[src/rtl/serial_add_ctrl.sv]
// Bit-serial adder controller: feeds one operand bit per cycle through an external full-adder cell.
// Latency: done pulses WIDTH cycles after the accepting edge (RUN = WIDTH cycles, then one DONE cycle).
// Backpressure: ready is low outside IDLE; start is dropped, not queued, while ready=0.
module serial_add_ctrl #(
  parameter int WIDTH = 8
) (
  input  logic             clk,
  input  logic             rst,
  input  logic             start,
  input  logic [WIDTH-1:0] a,
  input  logic [WIDTH-1:0] b,
  input  logic             cin,
  output logic             ready,
  output logic             busy,
  output logic             done,
  output logic [WIDTH-1:0] sum,
  output logic             cout,
  output logic             ovf,
  output logic             pall,
  output logic             fa_a,
  output logic             fa_b,
  output logic             fa_cin,
  input  logic             fa_prop,
  input  logic             fa_gen,
  input  logic             fa_sout
);

  // One extra bit so the index can reach WIDTH without wrapping.
  localparam int IDX_W = $clog2(WIDTH) + 1;

  typedef enum logic [1:0] {
    IDLE = 2'd0,
    RUN  = 2'd1,
    DONE = 2'd2
  } state_t;

  state_t           state;
  logic [WIDTH-1:0] a_sh;
  logic [WIDTH-1:0] b_sh;
  logic             carry;
  logic [IDX_W-1:0] idx;
  logic             carry_nxt;
  logic             last_bit;

  // Carry comes only from the cell's propagate/generate, never from a local a&b.
  assign carry_nxt = fa_gen | (fa_prop & carry);
  assign last_bit  = (idx == IDX_W'(WIDTH - 1));

  // Cell inputs are the current operand LSBs and carry, forced low outside RUN.
  assign fa_a   = busy & a_sh[0];
  assign fa_b   = busy & b_sh[0];
  assign fa_cin = busy & carry;

  // Controller FSM with registered handshake and result outputs.
  always_ff @(posedge clk) begin
    if (rst) begin
      state <= IDLE;
      ready <= 1'b1;
      busy  <= 1'b0;
      done  <= 1'b0;
      sum   <= '0;
      cout  <= 1'b0;
      ovf   <= 1'b0;
      pall  <= 1'b0;
      a_sh  <= '0;
      b_sh  <= '0;
      carry <= 1'b0;
      idx   <= '0;
    end else begin
      done <= 1'b0;
      unique case (state)
        IDLE: begin
          if (start) begin
            a_sh  <= a;
            b_sh  <= b;
            carry <= cin;
            idx   <= '0;
            pall  <= 1'b1;
            sum   <= '0;
            cout  <= 1'b0;
            ovf   <= 1'b0;
            ready <= 1'b0;
            busy  <= 1'b1;
            state <= RUN;
          end
        end
        RUN: begin
          sum   <= {fa_sout, sum[WIDTH-1:1]};
          carry <= carry_nxt;
          pall  <= pall & fa_prop;
          a_sh  <= a_sh >> 1;
          b_sh  <= b_sh >> 1;
          idx   <= idx + IDX_W'(1);
          if (last_bit) begin
            // carry still holds the carry into the MSB on this edge.
            cout  <= carry_nxt;
            ovf   <= carry_nxt ^ carry;
            busy  <= 1'b0;
            done  <= 1'b1;
            state <= DONE;
          end
        end
        DONE: begin
          ready <= 1'b1;
          state <= IDLE;
        end
        default: begin
          ready <= 1'b1;
          busy  <= 1'b0;
          state <= IDLE;
        end
      endcase
    end
  end

endmodule

[config.mk]
export PLATFORM = sky130hd
export DESIGN_NAME = serial_add_ctrl
export DESIGN_NICKNAME = d
export VERILOG_FILES = /design/src/rtl/serial_add_ctrl.sv
export SDC_FILE = /design/constraint.sdc
export NUM_CORES = 1
export LEC_CHECK = 0
export CELL_PAD_IN_SITES_DETAIL_PLACEMENT = 0
export CELL_PAD_IN_SITES_GLOBAL_PLACEMENT = 1
export CORE_ASPECT_RATIO = 0.75
export CORE_MARGIN = 2
export CORE_UTILIZATION = 36
export DETAILED_ROUTE_END_ITERATION = 8
export HOLD_SLACK_MARGIN = 0.12
export PLACE_DENSITY = 0.83
export SKIP_LAST_GASP = 1
export SLEW_MARGIN = 15
export SYNTH_ARGS = -nofsm -noshare
export SYNTH_HDL_FRONTEND = slang
export SYNTH_SLANG_ARGS = --single-unit
[constraint.sdc]
create_clock -name clk -period 1.7 [get_ports clk]
set_input_delay 0.51 -clock clk [delete_from_list [all_inputs] [get_ports clk]]
set_output_delay 0.51 -clock clk [all_outputs]
set_load 0.005 [all_outputs]
-- Word level (Yosys, flattened, before mapping)
Index checks and enable logic that the tools add are counted.
- register bits: 37
- bits of input ports: 23
- output and inout port bits: 17
- word-level logic and storage cells: 59
- add/sub/neg operators: 1
- equal/unequal tests: 5
- muxes and demuxes: 24
- bitwise logic cells: 9
- reduce and logical (&&, ||, !) cells: 8
- operators with widths (operator ; count):
    $pmux W8 S2 ; 3
    $mux W8 ; 3
    $pmux W1 S2 ; 5
    $pmux W4 S2 ; 1
    $mux W1 ; 7
    $reduce_and A2 Y1 ; 3
    $reduce_and A3 Y1 ; 2
    $and A1 B1 Y1 ; 5
    $add A4 B1 Y4 const B ; 1
    $eq A4 B3 Y1 const B ; 1
    $mux W2 ; 2
    $mux W4 ; 1
    $ne A2 B2 Y1 const B ; 2
    $pmux W2 S2 ; 1
    $pmux W1 S3 ; 1
    $eq A2 B1 Y1 const B ; 1
    $eq A2 B2 Y1 const B ; 1
    $logic_not A2 Y1 ; 1
    $not A1 Y1 ; 2
    $reduce_bool A2 Y1 ; 1
    $reduce_or A2 Y1 ; 1
    $or A1 B1 Y1 ; 1
    $xor A1 B1 Y1 ; 1

-- Longest topological paths before layout
Gate-level depths: netlist of run 1.
- word-level depth: 5
- gate-level depth with buffers: 5
- depth with buffers taken out: 4

-- Worst setup path after synthesis of run 1
Ideal clock, no wire load.
- path type: input-to-reg
- start point: input rst
- end point: register a_sh[5]
- setup time: 0.138 ns
- arrival time: 1.105 ns
- data required time: 1.562 ns
- slack: 0.458 ns
- stages on the path: 3
- cell sequence: clkbuf_1 clkbuf_1 a211oi_1
- RTL lines (what ; RTL line ; source):
    start, declared ; 8 ; input logic rst,
    end signal, assigned ; 91 ; a_sh <= a_sh >> 1;
    end, declared ; 38 ; logic [WIDTH-1:0] a_sh;
No word-level cell between the ends.

-- Worst setup path in the final report of run 1
- start point: register sum[2]
- end point: output sum[2]
- RTL lines (what ; RTL line ; source):
    start, declared ; 16 ; output logic [WIDTH-1:0] sum,
    start signal, assigned ; 88 ; sum <= {fa_sout, sum[WIDTH-1:1]};
No word-level cell between the ends.

==> results.sh, run 1 <==
export IMPL_wirelength_um=3690
export IMPL_core_area_um2=4130
export IMPL_first_pass_iters=4
export IMPL_multi_input_area_um2=758
export IMPL_ios=40
export IMPL_hold_violations=0
export IMPL_critPathArrivalTime_ps=1160
export IMPL_synth_edff_count=0
export IMPL_route_met2_wl_um=1690
export IMPL_syn2layout_area_growth_pct=38.4
export IMPL_ctsRootBufferMaster="clkbuf_8"
export IMPL_cts_htree_levels=2
export IMPL_die_w_um=80.5
export IMPL_critical_path_max_stage_delay_ps=510
export IMPL_cts_tree="done"
export IMPL_drc=0
export IMPL_vias_per_cell=5.26
export IMPL_fin_hold_ws_ps=491
export IMPL_wire_per_inst_um=13.6
export IMPL_criticalPathCategory="register to output pin"
export IMPL_syn_inst=172
export IMPL_vias=1425
export IMPL_drv_cap=0
export IMPL_dpl_hpwl_um=2630
export IMPL_placementRows=20
export IMPL_netlist_area_leader_share_pct=46.9
export IMPL_antenna_found_initial=0
export IMPL_fin_crit_ps=1670
export IMPL_cts_sinks=37
export IMPL_synth_seq_area_share_pct=46.9
export IMPL_grtUsageTotal_pct=16.2
export IMPL_final_layout_size_suffix_gt1_share_pct=12.5
export IMPL_grt_start_max_net_pins=18
export IMPL_rsz0062_at_grt="yes"
export IMPL_nets=240
export IMPL_initial_core_util_pct=38.2
export IMPL_routed_top_layer="met4"
export IMPL_worst_pin_slew_ps=478
export IMPL_yosysWarnings=0
export IMPL_drv_slew=0
export IMPL_first_iter_violations=37
export IMPL_regArea_um2=748
export IMPL_period_share_pct=98.0
export IMPL_portBuffers=39
export IMPL_cp_top_family="buffers and inverters"
export IMPL_p_leak_nw=0.833
export IMPL_path_cells="clkdlybuf4s50_1"
export IMPL_final_util_pct=52.9
export IMPL_die_h_um=61.4
export IMPL_setup_viol=0
export IMPL_synth_seq_cells=37
export IMPL_syn_area_um2=1580
export IMPL_vdd_drop_max_mv=0.432
export IMPL_wl_met3_um=160
export IMPL_required_ps=1190
export IMPL_cts_buffers=5
export IMPL_antenna_cells=0
export IMPL_first_global_vias=1387
export IMPL_synth_common_cells="nor2_1 (39), dfxtp_1 (37), a211oi_1 (14)"
export IMPL_synth_area_leaders="dfxtp_1 (47%), nor2_1 (9.3%), a211oi_1 (6.7%)"
export IMPL_hp_class="register to register"
export IMPL_grt_pass1_wl_um=6140
export IMPL_slew_headroom_pct=68.1
export IMPL_path_max_fanout=3
export IMPL_grt_overflow_total=0
export IMPL_instances_no_fill=271
export IMPL_die_area_um2=4940
export IMPL_postSynthAreaPerCell_um2=9.18
export IMPL_synth_largest_area_cell="dfxtp_1"
export IMPL_worst_path_max_delay_cell="clkdlybuf4s50_1"
export IMPL_clock_latency_ps=280
export IMPL_synth_fp_nets=196
export IMPL_startpoint_type="register"
export IMPL_wl_met1_um=1790
export IMPL_gp_congestion=0.847
export IMPL_ys_async_sr_fraction_pct=0
export IMPL_endpoint_kind="output pin"
export IMPL_cts_hold_buf=0
export IMPL_yosysMostFrequentCell="nor2_1"
export IMPL_critPathBufInv=1
export IMPL_clkTransAtPathRegs_ps=70
export IMPL_ys_types=34
export IMPL_setup_tns_final_ps=0
export IMPL_p_per_area_nw_per_um2=902
export IMPL_clock_path_buffers=2
export IMPL_maxClockFrequency_ghz=0.600
export IMPL_status="complete, no violations"
export IMPL_clock_skew_ps=6.38
export IMPL_dp_cells=262
export IMPL_nFillCells=374
export IMPL_ant_nets=0
export IMPL_ys_flop_type="dfxtp_1"
layout make-up:
cell class,count,area share [%]
Clock buffer,5,3.15
Inverter,2,0.344
Sequential cell,37,34.2
Timing Repair Buffer,50,22.8
Clock inverter,2,1.60
Tap cell,55,3.15
Multi-Input combinational cell,120,34.7
path summary, 6_finish.rpt:
kind / startpoint / to / slack (ps) / cells past startpoint
setup reg to reg: state[0]$_SDFFE_PP0P_ / idx[3]$_SDFFE_PP0P_ / 260 / 4
setup / recovery: sum[2]$_SDFFE_PP0P_ / sum[2] / 30 / 1
hold / removal: ready$_SDFFE_PP1P_ / ready$_SDFFE_PP1P_ / 490 / 1
hold reg to reg: ready$_SDFFE_PP1P_ / ready$_SDFFE_PP1P_ / 490 / 1
what timing repair did:
action / in CTS / in global routing
gates cloned: 0 / 0
resized for setup: 5 / 5
pin swaps: 0 / 0
setup buffers: 2 / 0
endpoints found under the setup margin: 3 / 15
layer usage:
layer	GRT usage, %	vias up
met2	26.9	32
met4	7.99	0
met5	0	-
met3	3.96	5
li1	-	714
met1	20.3	674
power by group:
part	internal, mW	switching [mW]	leakage, nW	total, mW
clock	0.426	0.297	0.0540	0.723
sequential	0.919	0.0328	0.306	0.952
combinational	0.161	0.135	0.473	0.296
logic make-up after synthesis:
| kind of cell | count (synthesis) | synth area share [%] |
|---|---|---|
| AOI/OAI and AO/OA | 58 | 27.5 |
| adders and majority gates | 1 | 0.792 |
| buffers and inverters | 15 | 5.55 |
| DFF | 37 | 46.9 |
| muxes | 1 | 0.634 |
| and+or+nand+nor | 60 | 18.6 |
metrics by stage:
stage	power [mW]	cell area [um^2]	setup WS, ps
after CTS	1.98	2170	-47.0
after global routing	2.05	2180	-28.8
after detailed placement	1.26	2050	-249
final	1.97	2180	34.6
after global placement	1.25	2050	-197
after floorplan	1.13	1580	458
state kept, by name (all words and copies together), names as in the netlist:
name and count:
a_sh 8, b_sh 8, sum 8, idx 4
state 2, busy 1, carry 1, cout 1
done 1, ovf 1, pall 1, ready 1
cell usage in the layout, fill, tap and decap left out, drive strengths merged, types with 4 or more instances in the layout:
cell type	instances
clkdlybuf4s50	36
clkbuf	5
nor2	39
a21oi	7
o211ai	4
o2bb2ai	10
dfxtp	37
a211oi	14
a22oi	11
o22ai	5
buf	11
(Power assumes the default switching activity.)
==> inputs of run 2 (changes only) <==
CTS_CLUSTER_DIAMETER = 60   (was not set)
SETUP_SLACK_MARGIN = 0.4   (was not set)
SKIP_LAST_GASP = not set   (was 1)
==> run 2 against run 1 <==
Count of clock-buffer cells in the layout unchanged. Total power up 1.4%. Non-clock buffer count up 14. Critical path type unchanged. Wire length up 12%. Sequential cell count unchanged.
==> results.sh, run 2 (synthesis results as in run 1) <==
export IMPL_maxClockFrequency_ghz=0.686
export IMPL_antenna_found_initial=0
export IMPL_clock_skew_ps=5.24
export IMPL_worst_pin_slew_ps=480
export IMPL_cts_buffers=5
export IMPL_wl_met3_um=153
export IMPL_p_leak_nw=0.932
export IMPL_final_layout_size_suffix_gt1_share_pct=33.8
export IMPL_setup_viol=0
export IMPL_pwr_share_clk_pct=36.2
export IMPL_die_h_um=61.4
export IMPL_grt_start_max_net_pins=18
export IMPL_p_switching_mw=0.479
export IMPL_clkTransAtPathRegs_ps=70
export IMPL_p_per_area_nw_per_um2=872
export IMPL_die_w_um=80.5
export IMPL_dpl_hpwl_um=2630
export IMPL_critical_path_max_stage_delay_ps=330
export IMPL_internal_power_mw=1.52
export IMPL_path_cells="buf_6 > and2_4 > buf_6"
export IMPL_wirelength_um=4130
export IMPL_cts_htree_levels=2
export IMPL_grtUsageTotal_pct=18.0
export IMPL_first_iter_violations=61
export IMPL_rr_worst_depth=4
export IMPL_portBuffers=39
export IMPL_p_total_mw=2.00
export IMPL_hp_class="register to register"
export IMPL_vias_per_cell=5.31
export IMPL_nets=255
export IMPL_layout_commonest_cell="nor2_1"
export IMPL_critical_path_most_common_cell="buf_6"
export IMPL_slew_headroom_pct=68.0
export IMPL_criticalPathCategory="register to output pin"
export IMPL_critPathArrivalTime_ps=950
export IMPL_route_met2_wl_um=1970
export IMPL_period_share_pct=85.7
export IMPL_syn2layout_area_growth_pct=45.2
export IMPL_endpoint_kind="output pin"
export IMPL_fin_ws_ps=243
export IMPL_p_seq_share_pct=47.6
export IMPL_first_pass_iters=4
export IMPL_first_global_vias=1521
export IMPL_routed_top_layer="met4"
export IMPL_grt_pass1_wl_um=6790
export IMPL_power_share_switching_pct=24.0
export IMPL_gp_congestion=0.847
export IMPL_drc=0
export IMPL_rsz0062_at_grt="yes"
export IMPL_startpoint_type="register"
export IMPL_wl_met1_um=1940
export IMPL_fin_crit_ps=1460
export IMPL_grt_overflow_total=0
export IMPL_vias=1519
export IMPL_path_max_fanout=4
export IMPL_antenna_cells=0
export IMPL_clock_path_buffers=2
export IMPL_die_area_um2=4940
export IMPL_r2r_end="idx[3]$_SDFFE_PP0P_"
export IMPL_ctsRootBufferMaster="clkbuf_8"
export IMPL_hold_violations=0
export IMPL_status="complete, no violations"
export IMPL_initial_core_util_pct=38.2
export IMPL_worst_path_max_delay_cell="dfxtp_2"
export IMPL_setup_worst_path_end="fa_a"
export IMPL_dpl_worst_slack_ps=-249
export IMPL_fin_hold_ws_ps=501
export IMPL_drv_cap=0
export IMPL_timing_rr_start="state[0]$_SDFFE_PP0P_"
export IMPL_final_cell_mix="nor2_1 (39), buf_4 (21), clkdlybuf4s50_1 (19)"
export IMPL_ant_nets=0
export IMPL_critPathLaunch="busy$_SDFFE_PP0P_"
export IMPL_cts_tree="done"
export IMPL_drv_slew=0
export IMPL_rrSetupSlack_ps=450
export IMPL_wire_per_inst_um=14.4
export IMPL_core_area_um2=4130
export IMPL_largestRegisters="a_sh x8, b_sh x8, sum x8"
export IMPL_placementRows=20
export IMPL_cts_sinks=37
export IMPL_pwr_share_comb_pct=16.2
export IMPL_required_ps=1190
export IMPL_clock_latency_ps=280
export IMPL_ios=40
export IMPL_vdd_drop_max_mv=0.452
[run 2: cell types whose count changed in the layout (fill, tap and decap cells not counted), moves of 3 or more]
cell / delta
dfxtp_1: -13
clkdlybuf4s50_1: -17
buf_2: +14
buf_6: +3
dfxtp_4: +3
dfxtp_2: +10
buf_4: +12
[run 2: routing by layer]
layer,track usage [%],up-vias
met1,21.7,730
met4,9.44,0
met3,3.96,7
met5,0,-
li1,-,748
met2,30.8,34
[run 2: metrics by stage]
stage                     instance area (um^2)  TNS [ps]  util (%)  instances
after CTS                                 2240         0      54.4        283
after global placement                    2050     -4490      49.7        262
after global routing                      2290         0      55.5        286
after detailed placement                  2050     -5880      49.7        262
after floorplan                           1580         0         -        172
final                                     2290         0      55.5        286
[run 2: critical path, delay by kind of cell (launching register included)]
family,cells,cell delay (ps)
simple gates,1,120
flops,1,330
buf+inv,2,210
[run 2: timing repair]
action / CTS / global route
gates resized for setup: 93 / 10
hold buffers: 0 / 0
gates cloned: 1 / 0
endpoints found under the setup margin: 52 / 25
pin swaps: 2 / 7
buffers inserted: 13 / 3
[run 2: worst min path at each step]
stage / cells past startpoint / slack (ps) / startpoint / to
CTS: 2 / 480 / pall$_SDFFE_PP0P_ / pall$_SDFFE_PP0P_
finish: 2 / 500 / pall$_SDFFE_PP0P_ / pall$_SDFFE_PP0P_
global placement: 1 / 470 / ready$_SDFFE_PP1P_ / ready$_SDFFE_PP1P_
detailed placement: 1 / 480 / ready$_SDFFE_PP1P_ / ready$_SDFFE_PP1P_
floorplan: 1 / 460 / ready$_SDFFE_PP1P_ / ready$_SDFFE_PP1P_
global route: 2 / 520 / b_sh[0]$_SDFFE_PP0P_ / b_sh[0]$_SDFFE_PP0P_
[run 2: final cells by class]
cell class                      count  area [um^2]
Fill cell                         366         1840
Multi-Input combinational cell    121          802
Sequential cell                    37          772
Timing Repair Buffer               64          534
Clock buffer                        5         68.8
Tap cell                           55         68.8
Clock inverter                      2         35.0
Inverter                            2         11.3
[run 2: power by group through the flow]
stage | clock (mW) | sequential [mW] | combinational (mW)
global route | 0.770 | 0.957 | 0.355
finish | 0.722 | 0.951 | 0.324
floorplan | 0 | 0.960 | 0.173
global placement | 0 | 0.969 | 0.283
detailed placement | 0 | 0.972 | 0.290
CTS | 0.732 | 0.953 | 0.310
